## src/rtl/obstacle_scheduler.sv

```systemverilog
// rtl/obstacle_scheduler.sv - spawns, retires and reports the two live scrolling obstacles
module obstacle_scheduler #(
    parameter logic [10:0] MIN_GAP   = 11'd160,
    parameter logic [10:0] SPAWN_X   = 11'd640,
    parameter logic [10:0] OBS_WIDTH = 11'd32,
    parameter logic [15:0] LFSR_SEED = 16'hACE1
) (
    input  logic        clk,
    input  logic        rst_n,
    input  logic        frame_tick,
    input  logic        halt,
    input  logic        game_rst,
    input  logic [10:0] scrolladdr,
    output logic        obs0_valid,
    output logic [10:0] obs0_dx,
    output logic        obs0_type,
    output logic        obs1_valid,
    output logic [10:0] obs1_dx,
    output logic        obs1_type,
    output logic        obstacle_active,
    output logic        spawn_pulse
);

    typedef enum logic [1:0] {
        S_IDLE,
        S_RETIRE,
        S_SPAWN,
        S_UPDATE
    } state_t;

    localparam logic signed [11:0] NEG_WIDTH = -$signed({1'b0, OBS_WIDTH});

    state_t      state_q;
    logic [1:0]  count_q;
    logic [10:0] pos0_q, pos1_q;
    logic        type0_q, type1_q;
    logic [15:0] lfsr_q;
    logic [10:0] last_spawn_q;
    logic [10:0] next_gap_q;

    logic        obs0_valid_q, obs1_valid_q;
    logic [10:0] obs0_dx_q, obs1_dx_q;
    logic        obs0_type_q, obs1_type_q;
    logic        active_q;
    logic        spawn_pulse_q;

    logic [10:0] dx0_d, dx1_d;
    logic        retire_d;
    logic [15:0] lfsr_d;
    logic [10:0] spawn_pos_d;
    logic [10:0] dist_d;
    logic        can_spawn_d;

    // Screen offsets wrap mod 2048; the head is retired once fully past the left edge.
    assign dx0_d       = pos0_q - scrolladdr;
    assign dx1_d       = pos1_q - scrolladdr;
    assign retire_d    = (count_q != 2'd0) && ($signed({dx0_d[10], dx0_d}) < NEG_WIDTH);
    assign lfsr_d      = {1'b0, lfsr_q[15:1]} ^ (lfsr_q[0] ? 16'hB400 : 16'h0000);
    assign spawn_pos_d = scrolladdr + SPAWN_X;
    assign dist_d      = spawn_pos_d - last_spawn_q;
    assign can_spawn_d = (dist_d >= next_gap_q) && (count_q != 2'd2);

    always_ff @(posedge clk or negedge rst_n) begin
        if (!rst_n) begin
            state_q       <= S_IDLE;
            count_q       <= 2'd0;
            pos0_q        <= 11'd0;
            pos1_q        <= 11'd0;
            type0_q       <= 1'b0;
            type1_q       <= 1'b0;
            lfsr_q        <= LFSR_SEED;
            last_spawn_q  <= 11'd0;
            next_gap_q    <= MIN_GAP;
            obs0_valid_q  <= 1'b0;
            obs0_dx_q     <= 11'd0;
            obs0_type_q   <= 1'b0;
            obs1_valid_q  <= 1'b0;
            obs1_dx_q     <= 11'd0;
            obs1_type_q   <= 1'b0;
            active_q      <= 1'b0;
            spawn_pulse_q <= 1'b0;
        end else if (game_rst) begin
            // LFSR deliberately survives a restart so successive games differ.
            state_q       <= S_IDLE;
            count_q       <= 2'd0;
            pos0_q        <= 11'd0;
            pos1_q        <= 11'd0;
            type0_q       <= 1'b0;
            type1_q       <= 1'b0;
            last_spawn_q  <= 11'd0;
            next_gap_q    <= MIN_GAP;
            obs0_valid_q  <= 1'b0;
            obs0_dx_q     <= 11'd0;
            obs0_type_q   <= 1'b0;
            obs1_valid_q  <= 1'b0;
            obs1_dx_q     <= 11'd0;
            obs1_type_q   <= 1'b0;
            active_q      <= 1'b0;
            spawn_pulse_q <= 1'b0;
        end else begin
            case (state_q)
                S_IDLE: begin
                    if (frame_tick && !halt) begin
                        state_q <= S_RETIRE;
                    end
                end
                S_RETIRE: begin
                    if (retire_d) begin
                        pos0_q  <= pos1_q;
                        type0_q <= type1_q;
                        count_q <= count_q - 2'd1;
                    end
                    lfsr_q  <= lfsr_d;
                    state_q <= S_SPAWN;
                end
                S_SPAWN: begin
                    if (can_spawn_d) begin
                        if (count_q == 2'd0) begin
                            pos0_q  <= spawn_pos_d;
                            type0_q <= lfsr_q[7];
                        end else begin
                            pos1_q  <= spawn_pos_d;
                            type1_q <= lfsr_q[7];
                        end
                        count_q       <= count_q + 2'd1;
                        last_spawn_q  <= spawn_pos_d;
                        next_gap_q    <= MIN_GAP + {4'b0, lfsr_q[6:0]};
                        spawn_pulse_q <= 1'b1;
                    end
                    state_q <= S_UPDATE;
                end
                S_UPDATE: begin
                    obs0_valid_q  <= (count_q != 2'd0);
                    obs0_dx_q     <= (count_q != 2'd0) ? dx0_d : 11'd0;
                    obs0_type_q   <= (count_q != 2'd0) ? type0_q : 1'b0;
                    obs1_valid_q  <= (count_q == 2'd2);
                    obs1_dx_q     <= (count_q == 2'd2) ? dx1_d : 11'd0;
                    obs1_type_q   <= (count_q == 2'd2) ? type1_q : 1'b0;
                    active_q      <= (count_q != 2'd0);
                    spawn_pulse_q <= 1'b0;
                    state_q       <= S_IDLE;
                end
                default: state_q <= S_IDLE;
            endcase
        end
    end

    assign obs0_valid      = obs0_valid_q;
    assign obs0_dx         = obs0_dx_q;
    assign obs0_type       = obs0_type_q;
    assign obs1_valid      = obs1_valid_q;
    assign obs1_dx         = obs1_dx_q;
    assign obs1_type       = obs1_type_q;
    assign obstacle_active = active_q;
    assign spawn_pulse     = spawn_pulse_q;

endmodule

```

## config.mk

```make
export PLATFORM = sky130hd
export DESIGN_NAME = obstacle_scheduler
export DESIGN_NICKNAME = d
export VERILOG_FILES = /design/src/rtl/obstacle_scheduler.sv
export SDC_FILE = /design/constraint.sdc
export NUM_CORES = 1
export LEC_CHECK = 0
export ABC_CLOCK_PERIOD_IN_PS = 8700
export CAP_MARGIN = 10
export CORE_UTILIZATION = 30
export DETAILED_ROUTE_END_ITERATION = 8
export GPL_TIMING_DRIVEN = 1
export HOLD_SLACK_MARGIN = 0.15
export SLEW_MARGIN = 20
export SYNTH_ARGS = -nofsm -noshare
export SYNTH_HDL_FRONTEND = slang
export SYNTH_SLANG_ARGS = --single-unit
```

## constraint.sdc

```tcl
create_clock -name clk -period 8.7 [get_ports clk]
set_input_delay 2.175 -clock clk [delete_from_list [all_inputs] [get_ports clk]]
set_output_delay 2.175 -clock clk [all_outputs]
set_load 0.1 [all_outputs]
```

# --- Yosys cells after proc, flatten, opt, wreduce, memory -nomap -nowiden ---
# Cells that the tools add are included.
totals:
  out_inout_bits: 28
  elab_cells: 106
  ff_bits: 93
op_classes:
  order_cmp: 2
  bitwise_logic: 2
  n_reduce_logical: 18
  eq_ne: 10
  addsub: 7
  n_mux: 51
ops:
  columns: ["cell", "n"]
  rows:
  - ["11-bit 2-to-1 mux", 20]
  - ["11-bit subtractor", 3]
  - ["11-bit case mux with 2 select lines", 1]
  - ["1-bit 2-to-1 mux", 20]
  - ["16-bit 2-to-1 mux", 1]
  - ["15-bit by 16-bit XOR with 16-bit output", 1]
  - ["3-bit != test (second input constant)", 4]
  - ["11-bit by 10-bit adder with 11-bit output (second input constant)", 1]
  - ["11-bit greater-or-equal comparator", 1]
  - ["11-bit by 6-bit less-than comparator with 1-bit output (second input constant)", 1]
  - ["2-bit 2-to-1 mux", 5]
  - ["8-bit by 7-bit adder with 9-bit output (first input constant)", 1]
  - ["2-bit case mux with 4 select lines", 1]
  - ["2-bit nonzero test", 4]
  - ["2-bit equality test (second input constant)", 3]
  - ["2-bit AND reduction", 3]
  - ["3-bit AND reduction", 2]
  - ["3-bit nonzero test", 2]
  - ["2-bit logical NOT", 2]
  - ["2-bit != test (second input constant)", 2]
  - ["1-bit case mux with 2 select lines", 2]
  - ["2-bit case mux with 2 select lines", 1]
  - ["4-bit AND reduction", 1]
  - ["1-bit logical AND", 3]
  - ["other kinds (5)", 5]

# --- Logic depth before layout (Yosys ltp) ---
# Gate-level depths: netlist of run 1.
depth:
  depth_word: 7
  depth_mapped: 19
  depth_no_buf: 18

# --- Worst setup path before layout of run 1 ---
# OpenSTA, ideal clock, no wires.
synth_path:
  path_type: "in2reg"
  from: "input port scrolladdr[1]"
  to: "register pos0_q[10]"
  setup_ns: 0.125
  setup_slack_ns: 2.970
  path_stages: 16
  n_path_buf: 1
  t_required_ns: 8.575
  arrival_time_ns: 5.605
  cell_sequence: "ha_1 -> nor2b_1 -> o21a_1 -> a311o_1 -> o31ai_4 -> xnor2_1 -> ha_1 -> a21o_1 -> a211o_1 -> a211o_1 -> a31oi_1 -> and3_4 -> nand2_2 -> o221a_4 -> buf_12 -> mux2_4"
synth_via:
  elab_chain_len: 6
  word_cells_on_any_way: 14
synth_lines:
  columns: ["item", "line", "text"]
  rows:
  - ["start, declared", "13", "input logic [10:0] scrolladdr,"]
  - ["11-bit by 10-bit adder with 11-bit output", "59", "assign spawn_pos_d = scrolladdr + SPAWN_X;"]
  - ["11-bit subtractor", "60", "assign dist_d = spawn_pos_d - last_spawn_q;"]
  - ["11-bit greater-or-equal comparator", "61", "assign can_spawn_d = (dist_d >= next_gap_q) && (count_q != 2'd2);"]
  - ["1-bit logical AND", "61", null]
  - ["3-bit != test (no source line)", null, null]
  - ["4-bit AND reduction (no source line)", null, null]
  - ["end signal, assigned", "109", "pos0_q <= pos1_q;"]
  - ["end signal, assigned", "119", "pos0_q <= spawn_pos_d;"]
  - ["end, declared", "35", "logic [10:0] pos0_q, pos1_q;"]
# Several ways; a longest one is shown, not always the timed one. The select of a mux whose other input is x is not followed.
# A chain may end at the register's enable or synchronous reset.

# --- Worst setup path after layout of run 1 ---
layout_path:
  from: "input port scrolladdr[0]"
  to: "register type1_q"
layout_via:
  elab_chain_len: 6
layout_lines:
  columns: ["item", "line", "text"]
  rows:
  - ["11-bit by 10-bit adder with 11-bit output", "59", null]
  - ["11-bit subtractor", "60", null]
  - ["11-bit greater-or-equal comparator", "61", null]
  - ["1-bit logical AND", "61", null]
  - ["2-bit nonzero test (no source line)", null, null]
  - ["3-bit AND reduction (no source line)", null, null]
  - ["end signal, assigned", "123", "type1_q <= lfsr_q[7];"]
  - ["end, declared", "36", "logic type0_q, type1_q;"]
# No other way between the ends.

==> results of run 1 <==
-- cells by family (layout without fill, tap and decap cells) --
logic type	after synthesis	after routing	share of synthesized area
AOI/OAI and AO/OA	146	146	0.198
muxes	37	37	0.0803
and+or+nand+nor	107	107	0.0916
DFF	91	91	0.420
adders and majority gates	48	48	0.114
xor gates and xnor gates	30	30	0.0482
buffers and inverters	61	108	0.0477
-- metrics by stage --
step,std cells,hold WS [ns],instance area [um2],total power (W)
2_1_floorplan,520,0.446,5450,0.000898
3_3_place_gp,776,0.457,6110,0.00101
3_5_place_dp,776,0.463,6110,0.00102
4_1_cts,792,0.480,6450,0.00146
5_1_grt,792,0.507,6450,0.00154
6_report,792,0.477,6450,0.00145
-- power groups by stage --
stage	logic (W)	clock network, W	registers (W)
final	0.000529	0.000430	0.000488
after global routing	0.000582	0.000461	0.000494
after CTS	0.000529	0.000444	0.000488
after detailed placement	0.000527	0	0.000496
after global placement	0.000511	0	0.000494
after floorplan	0.000390	0	0.000508
-- path summary, 6_finish.rpt --
check	start	endpoint	slack (ns)	cells past startpoint
setup / recovery	scrolladdr[0]	type1_q	2.20	20
hold / removal	obs1_valid	obs1_valid	0.48	2
setup reg to reg	last_spawn_q[1]	type1_q	4.14	17
hold reg to reg	obs1_valid	obs1_valid	0.48	2
max in group asynchronous	rst_n	pos0_q[3]	5.82	2
min in group asynchronous	rst_n	lfsr_q[9]	1.76	1
-- final cells by class --
class | count | area, um2
Tap cell | 225 | 282
Inverter | 44 | 165
Fill cell | 1737 | 11100
Timing Repair Buffer | 48 | 465
Multi-Input combinational cell | 368 | 2910
Sequential cell | 91 | 2290
Clock buffer | 11 | 253
Clock inverter | 5 | 82.6
-- layer usage --
layer  vias to the layer above  global-route usage  routed length (um)  part of all wire
li1                       1939                   -                   -                 -
met1                      1954               0.194                5900              0.48
met2                        78               0.234                5810              0.47
met3                        15              0.0244                 487             0.039
met4                         0              0.0452                 172             0.014
met5                         -                   0                   0                 0
-- worst min-delay path: stages, from the launching register on --
cell and delay, ns:
dfrtp_1 0.34, nand2_1 0.05, nand2_1 0.05
-- flip-flops by register name (all words and copies together), names as in the netlist, 2 cells and up --
register,count
state_q,2
last_spawn_q,11
lfsr_q,16
next_gap_q,9
obs0_dx,11
count_q,2
pos0_q,11
obs1_dx,11
pos1_q,11
-- layout by cell type, fill, tap and decap left out, types with 3 or more instances in the layout --
cell and instances:
a211o_1 3, a211oi_1 4, a21o_1 9, a21oi_1 19, a22o_1 37, a31oi_1 3, buf_4 6, clkbuf_16 9
clkdlybuf4s50_1 42, dfrtp_1 81, dfstp_2 10, fa_1 3, ha_1 45, inv_1 43, mux2_2 14, mux2_4 10
mux2i_1 13, nand2_1 41, nand2b_1 8, nor2_1 31, nor2b_1 6, nor3_1 4, o211ai_1 4, o21a_1 5
o21ai_0 31, o31ai_1 5, or3_1 6, xnor2_1 21, xor2_1 9
==> impl_table.tex, run 1 <==
\begin{tabular}{lr}
\hline
Metric & Value \\
\hline
\multicolumn{2}{l}{\textbf{Detailed routing}} \\
\quad Average vias per placed instance & 5.03 \\
\quad Average routed wire per standard cell & 15.6 um \\
\quad Remaining routing DRC violations & 0 \\
\quad Total vias in the final route & 3986 \\
\quad DRC marker count from the first detailed-route iteration & 172 \\
\quad Length of the first detailed-routing pass in iterations & 4 \\
\quad Number of antenna-violating nets in the routed design & 0 \\
\quad Total detailed-routing wirelength & 12400 um \\
\multicolumn{2}{l}{\textbf{Synth}} \\
\quad Sequential element share of the synthesized area & 0.420 \\
\quad Net Count, Synth & 584 \\
\quad Cell type with the highest aggregate area in the netlist & dfrtp\_1 \\
\quad Count of flip-flops with a built-in enable after synthesis & 0 \\
\quad Async set-reset flop share out of synthesis & 1.00 \\
\quad Top post-synthesis cells by count & dfrtp\_1 (81), ha\_1 (45), inv\_1 (43), nand2\_1 (41), a22o\_1 (37) \\
\quad Number of warning messages in the yosys log & 0 \\
\quad Average size of a mapped cell & 10.5 um2 \\
\quad Post-synthesis instance area & 5450 um2 \\
\quad Synth top area share & 0.372 \\
\quad Leading cell type by number of instances after synthesis & dfrtp\_1 \\
\quad Cell count after synthesis & 520 \\
\quad Main flop type after synthesis & dfrtp\_1 \\
\quad Most area-consuming cells after synthesis & dfrtp\_1 (37\%), ha\_1 (10\%), a22o\_1 (5.9\%), dfstp\_2 (4.8\%), xnor2\_1 (3.4\%) \\
\quad Flip-flop and latch count after synthesis & 91 \\
\quad Library cells used by synthesis & 63 \\
\multicolumn{2}{l}{\textbf{Final layout}} \\
\quad Share of layout cells above drive strength 1 & 0.116 \\
\quad Area Overhead vs Synth & 18.2\% \\
\quad Utilization after layout & 0.368 \\
\quad Total Nets Final & 626 \\
\quad Diodes inserted & 0 \\
\multicolumn{2}{l}{\textbf{CTS}} \\
\quad CTS tree & built \\
\quad Clock-pin slew of the registers on the worst-case setup and hold paths & 0.07 ns \\
\quad Number of hold buffers added after CTS & 0 \\
\quad H-tree depth & 3 \\
\quad Quantity of gates resized following cts & 0 \\
\quad Buffer levels on the longest clock path & 2 \\
\quad Clk Latency, worst-skew pair & 0.33 ns \\
\quad CTS root buf & clkbuf\_16 \\
\quad Total CTS buffers & 9 \\
\quad CTS sink count & 91 \\
\quad Number of post-CTS setup repair buffers & 0 \\
\multicolumn{2}{l}{\textbf{Floorplanning}} \\
\quad Count of pins on the block boundary & 44 \\
\quad Number of cell rows & 48 \\
\quad Floorplan die area & 18700 um2 \\
\quad Vertical die dimension & 137 um \\
\quad Starting utilization of the core area & 0.311 \\
\quad Width of the chip & 137 um \\
\quad Core region area & 17500 um2 \\
\multicolumn{2}{l}{\textbf{Placed design}} \\
\quad Port buffer count & 43 \\
\quad Worst setup slack after placement & 1.88 ns \\
\quad Hpwl dp & 9280 um \\
\quad Final GP Congestion & 0.801 \\
\multicolumn{2}{l}{\textbf{Worst setup path}} \\
\quad Highest-delay cell along the critical path & clkdlybuf4s50\_1 \\
\quad Nature of the critical path startpoint & primary input \\
\quad Worst path buffer plus inverter count & 3 \\
\quad Largest fanout on the critical path & 15 \\
\quad Worst path required time & 8.92 ns \\
\quad Category of the most critical setup path & primary input to register \\
\quad Arrival time reported for the critical path endpoint & 6.73 ns \\
\quad Cells along the critical path & clkdlybuf4s50\_1 > inv\_1 > ha\_1 > fa\_1 > nor2b\_1 > o31a\_1 > o21a\_1 > o21ai\_0 > nand2b\_1 > a21oi\_1 > xnor2\_1 > ha\_1 > a211o\_1 > a211o\_1 > a31oi\_1 > nand3\_1 > o221ai\_2 > buf\_4 > o31ai\_1 > a22o\_1 \\
\quad Family with the most delay on the worst path & compound AO/OA/AOI/OAI gates \\
\quad Critical Path End Type & register \\
\quad Delay of the slowest cell on the worst path & 0.59 ns \\
\multicolumn{2}{l}{\textbf{Timing}} \\
\quad Final-report setup violation count & 0 \\
\quad Maximum clock frequency & 154 MHz \\
\quad Final count of hold timing violations & 0 \\
\quad Headroom to the max-slew limit & 0.332 \\
\quad Slew at the pin with the worst max-slew slack & 0.998 ns \\
\quad Share of the clock period used by the worst path after layout & 0.747 \\
\quad Maximum clock skew at final layout & 0.00907 ns \\
\quad Final TNS setup & 0 ns \\
\quad Number of max-slew violations in the final report & 0 \\
\quad Smallest setup slack after layout & 2.20 ns \\
\quad Unrepaired setup endpoints after global routing & false \\
\quad Shortest period the worst path allows & 6.50 ns \\
\multicolumn{2}{l}{\textbf{Pwr}} \\
\quad Pwr Density & 224 nW/um2 \\
\quad Relative contribution of combinational cells to total power & 0.366 \\
\quad Largest voltage drop on the vdd net & 0.000136 V \\
\quad Net switching power & 0.000509 W \\
\quad Flop pwr share & 0.337 \\
\quad Portion of total power attributed to the clock network & 0.297 \\
\quad Leak & 2.95 nW \\
\quad Internal power component & 0.000938 W \\
\quad Switching portion of total power & 0.352 \\
\multicolumn{2}{l}{\textbf{Global routing}} \\
\quad Largest net degree at the start of global routing & 63 \\
\quad Total global routing overflow & 0 \\
\quad Wire length of the first global-routing pass & 20900 um \\
\quad Number of global-route vias before repair & 4097 \\
\quad Number of antenna violations at the first check in global routing & 0 \\
\quad Global router's overall resource usage & 0.144 \\
\multicolumn{2}{l}{\textbf{Outcome}} \\
\quad Result of the run & finished, final reports clean \\
\multicolumn{2}{l}{\textbf{Job}} \\
\quad \# Max-Cap Violations & 0 \\
\multicolumn{2}{l}{\textbf{Min path}} \\
\quad Path type of the worst min-delay path & register to register \\
\hline
\end{tabular}
Power figures use the tool's default switching activity.
==> run 2, diff against run 1 <==
--- a/config.mk
+++ b/config.mk
@@ -5,7 +5,7 @@
 export SDC_FILE = /design/constraint.sdc
 export NUM_CORES = 1
 export LEC_CHECK = 0
-export ABC_CLOCK_PERIOD_IN_PS = 8700
+export ABC_CLOCK_PERIOD_IN_PS = 6800
 export CAP_MARGIN = 10
 export CORE_UTILIZATION = 30
 export DETAILED_ROUTE_END_ITERATION = 8
==> constraint.sdc (replaced) <==
create_clock -name clk -period 6.8 [get_ports clk]
set_input_delay 1.7 -clock clk [delete_from_list [all_inputs] [get_ports clk]]
set_output_delay 1.7 -clock clk [all_outputs]
set_load 0.1 [all_outputs]
==> run 2 against run 1 <==
- worst setup slack worse by 1.3 ns
- core utilization is 0.21 points lower
- sequential share of layout area increased by 0.21 points
- clock-buffer cell count stayed put
- final cell count up 0.25%
- total power increased by 23%
- highest routed layer unchanged
==> impl_table.tex, run 2 (synthesized netlist as in run 1, its figures left out) <==
\begin{tabular}{lr}
\hline
Metric & Value \\
\hline
\multicolumn{2}{l}{\textbf{Outcome}} \\
\quad Result of the run & finished, final reports clean \\
\multicolumn{2}{l}{\textbf{Placed design}} \\
\quad Placed cell areas & 6120 um2 (+0.16\%) \\
\quad Port buffer count & 43 (unchanged) \\
\quad Hpwl dp & 9260 um (-0.24\%) \\
\quad Post-placement cell count & 778 (+0.26\%) \\
\quad Final GP Congestion & 0.831 (+3.7\%) \\
\multicolumn{2}{l}{\textbf{Final layout}} \\
\quad Utilization after layout & 0.366 (-0.00214) \\
\quad Total Nets Final & 628 (+0.32\%) \\
\quad Most flops, register & lfsr\_q \\
\quad Share of layout cells above drive strength 1 & 0.120 (+0.00311) \\
\quad Highest-count cells in the layout ignoring fill and taps & dfrtp\_1 (81), ha\_1 (45), inv\_1 (43), clkdlybuf4s50\_1 (42), nand2\_1 (41) \\
\quad Most common cell after layout, fill and taps aside & dfrtp\_1 \\
\quad Final std cell area, no fill & 6410 um2 (-0.58\%) \\
\quad Final Non-Filler Cells & 794 (+0.25\%) \\
\quad Diodes inserted & 0 (unchanged) \\
\quad Number of flip-flops under the largest register name & 16 (unchanged) \\
\quad Area Overhead vs Synth & 17.6\% \\
\multicolumn{2}{l}{\textbf{Floorplanning}} \\
\quad Starting utilization of the core area & 0.311 (unchanged) \\
\quad Floorplan die area & 18700 um2 (unchanged) \\
\quad Width of the chip & 137 um (unchanged) \\
\quad Core region area & 17500 um2 (unchanged) \\
\quad Vertical die dimension & 137 um (unchanged) \\
\quad Number of cell rows & 48 (unchanged) \\
\quad Count of pins on the block boundary & 44 (unchanged) \\
\multicolumn{2}{l}{\textbf{Detailed routing}} \\
\quad Total vias in the final route & 4048 (+1.6\%) \\
\quad Number of antenna-violating nets in the routed design & 0 (unchanged) \\
\quad Length of the first detailed-routing pass in iterations & 4 (unchanged) \\
\quad Average vias per placed instance & 5.10 (+1.3\%) \\
\quad DRC marker count from the first detailed-route iteration & 227 (+32\%) \\
\quad Average routed wire per standard cell & 15.7 um (+0.41\%) \\
\quad Total detailed-routing wirelength & 12400 um (+0.66\%) \\
\quad Remaining routing DRC violations & 0 (unchanged) \\
\multicolumn{2}{l}{\textbf{Timing}} \\
\quad Final-report setup violation count & 0 (unchanged) \\
\quad Number of max-slew violations in the final report & 0 (unchanged) \\
\quad Worst Hold Slack & 0.477 ns (+0.000400 ns) \\
\quad Final TNS setup & 0 ns (unchanged) \\
\quad Shortest period the worst path allows & 5.86 ns \\
\quad Slew at the pin with the worst max-slew slack & 0.992 ns (-0.00631 ns) \\
\quad Maximum clock frequency & 171 MHz \\
\quad Maximum clock skew at final layout & 0.0110 ns (+0.00191 ns) \\
\quad Final count of hold timing violations & 0 (unchanged) \\
\quad Unrepaired setup endpoints after global routing & false \\
\quad Share of the clock period used by the worst path after layout & 0.862 \\
\quad Headroom to the max-slew limit & 0.336 (+0.00422) \\
\multicolumn{2}{l}{\textbf{CTS}} \\
\quad Total CTS buffers & 9 (unchanged) \\
\quad Clock-pin slew of the registers on the worst-case setup and hold paths & 0.07 ns (about the same) \\
\quad Number of post-CTS setup repair buffers & 0 (unchanged) \\
\quad H-tree depth & 3 (unchanged) \\
\quad CTS tree & built \\
\quad Buffer levels on the longest clock path & 2 (unchanged) \\
\quad Number of hold buffers added after CTS & 0 (unchanged) \\
\quad CTS sink count & 91 (unchanged) \\
\quad Quantity of gates resized following cts & 0 (unchanged) \\
\quad Clk Latency, worst-skew pair & 0.34 ns (about the same) \\
\quad CTS root buf & clkbuf\_16 \\
\multicolumn{2}{l}{\textbf{Global routing}} \\
\quad Number of global-route vias before repair & 4153 (+1.4\%) \\
\quad Total global routing overflow & 0 (unchanged) \\
\quad Global router's overall resource usage & 0.146 (+0.00260) \\
\quad Wire length of the first global-routing pass & 21100 um (+0.49\%) \\
\quad Largest net degree at the start of global routing & 49 (-22\%) \\
\quad Number of antenna violations at the first check in global routing & 0 (unchanged) \\
\multicolumn{2}{l}{\textbf{Job}} \\
\quad \# Max-Cap Violations & 0 (unchanged) \\
\multicolumn{2}{l}{\textbf{Worst setup path}} \\
\quad Largest fanout on the critical path & 22 (+7) \\
\quad Cells along the critical path & clkdlybuf4s50\_1 > ha\_1 > a21oi\_1 > nor2b\_1 > a311o\_1 > o31ai\_4 > xnor2\_1 > ha\_1 > a21o\_1 > a211o\_1 > a211o\_1 > a31oi\_1 > nand3\_1 > o221ai\_2 > buf\_4 > o31ai\_1 > a22o\_1 \\
\quad Nature of the critical path startpoint & primary input \\
\quad Highest-delay cell along the critical path & clkdlybuf4s50\_1 \\
\quad Category of the most critical setup path & primary input to register \\
\quad Critical Path End Type & register \\
\quad Worst path required time & 7.02 ns (-1.90 ns) \\
\quad Arrival time reported for the critical path endpoint & 6.09 ns (-0.64 ns) \\
\quad Delay of the slowest cell on the worst path & 0.53 ns (-0.06 ns) \\
\multicolumn{2}{l}{\textbf{Pwr}} \\
\quad Pwr Density & 278 nW/um2 (+24\%) \\
\quad Largest voltage drop on the vdd net & 0.000139 V (+2.0\%) \\
\quad Leak & 2.94 nW (-0.58\%) \\
\multicolumn{2}{l}{\textbf{Min path}} \\
\quad Path type of the worst min-delay path & register to register \\
\hline
\end{tabular}
## run 2: changes by cell type in the layout (fill, tap and decap cells not counted), sizes merged
cell | before | now
bufinv | 2 | 0
buf | 6 | 8
clkinvlp | 0 | 1
clkinv | 3 | 4
## run 2: worst paths after layout
check / slack (ns) / from / endpoint / cells after the start
setup / recovery: 0.94 / scrolladdr[3] / pos1_q[0] / 17
hold / removal: 0.48 / obs1_valid / obs1_valid / 2
setup reg to reg: 2.43 / last_spawn_q[1] / pos1_q[0] / 17
hold reg to reg: 0.48 / obs1_valid / obs1_valid / 2
max in group asynchronous: 4.44 / rst_n / obs0_dx[4] / 2
min in group asynchronous: 1.36 / rst_n / lfsr_q[14] / 1
## run 2: layout make-up
cell class,count,area [um2]
repair buffers,50,480
well taps,225,282
flip-flops and latches,91,2290
inverters,44,165
clock buffers,11,253
multi-input cells,368,2910
clock inverters,5,35.0
fillers,1735,11100
## run 2: power breakdown
part | internal, W | total (W) | leakage (nW) | switching, W
logic | 0.000272 | 0.000668 | 1.56 | 0.000396
clock network | 0.000269 | 0.000488 | 0.142 | 0.000219
registers | 0.000586 | 0.000624 | 1.23 | 0.0000382
## run 2: worst max-delay path: cells and delay by family
family / cells / cell delay, ns
buffers and inverters: 2 / 0.85
AND/OR/NAND/NOR: 2 / 0.23
adder cells (fa/ha/maj): 2 / 0.69
XOR/XNOR: 1 / 0.19
AO/OA/AOI/OAI: 10 / 2.40
## run 2: stage by stage
step           power, W  setup slack [ns]
3_3_place_gp    0.00128             0.822
2_1_floorplan   0.00115              1.55
6_report        0.00178             0.936
5_1_grt         0.00190             0.690
3_5_place_dp    0.00130             0.640
4_1_cts         0.00180             0.988
## run 2: routing by layer
layer / track usage / routed length [um] / up-vias
met3: 0.0285 / 477 / 20
met4: 0.0586 / 314 / 0
met2: 0.239 / 5960 / 74
li1: - / - / 1939
met1: 0.190 / 5700 / 2015
met5: 0 / 0 / -
==> run 3, diff against run 2 <==
--- a/config.mk
+++ b/config.mk
@@ -11,6 +11,7 @@
 export DETAILED_ROUTE_END_ITERATION = 8
 export GPL_TIMING_DRIVEN = 1
 export HOLD_SLACK_MARGIN = 0.15
+export SKIP_CTS_REPAIR_TIMING = 1
 export SLEW_MARGIN = 20
 export SYNTH_ARGS = -nofsm -noshare
 export SYNTH_HDL_FRONTEND = slang
==> results of run 3 <==
No change in the layout: final DEF, timing and power equal those of run 2.
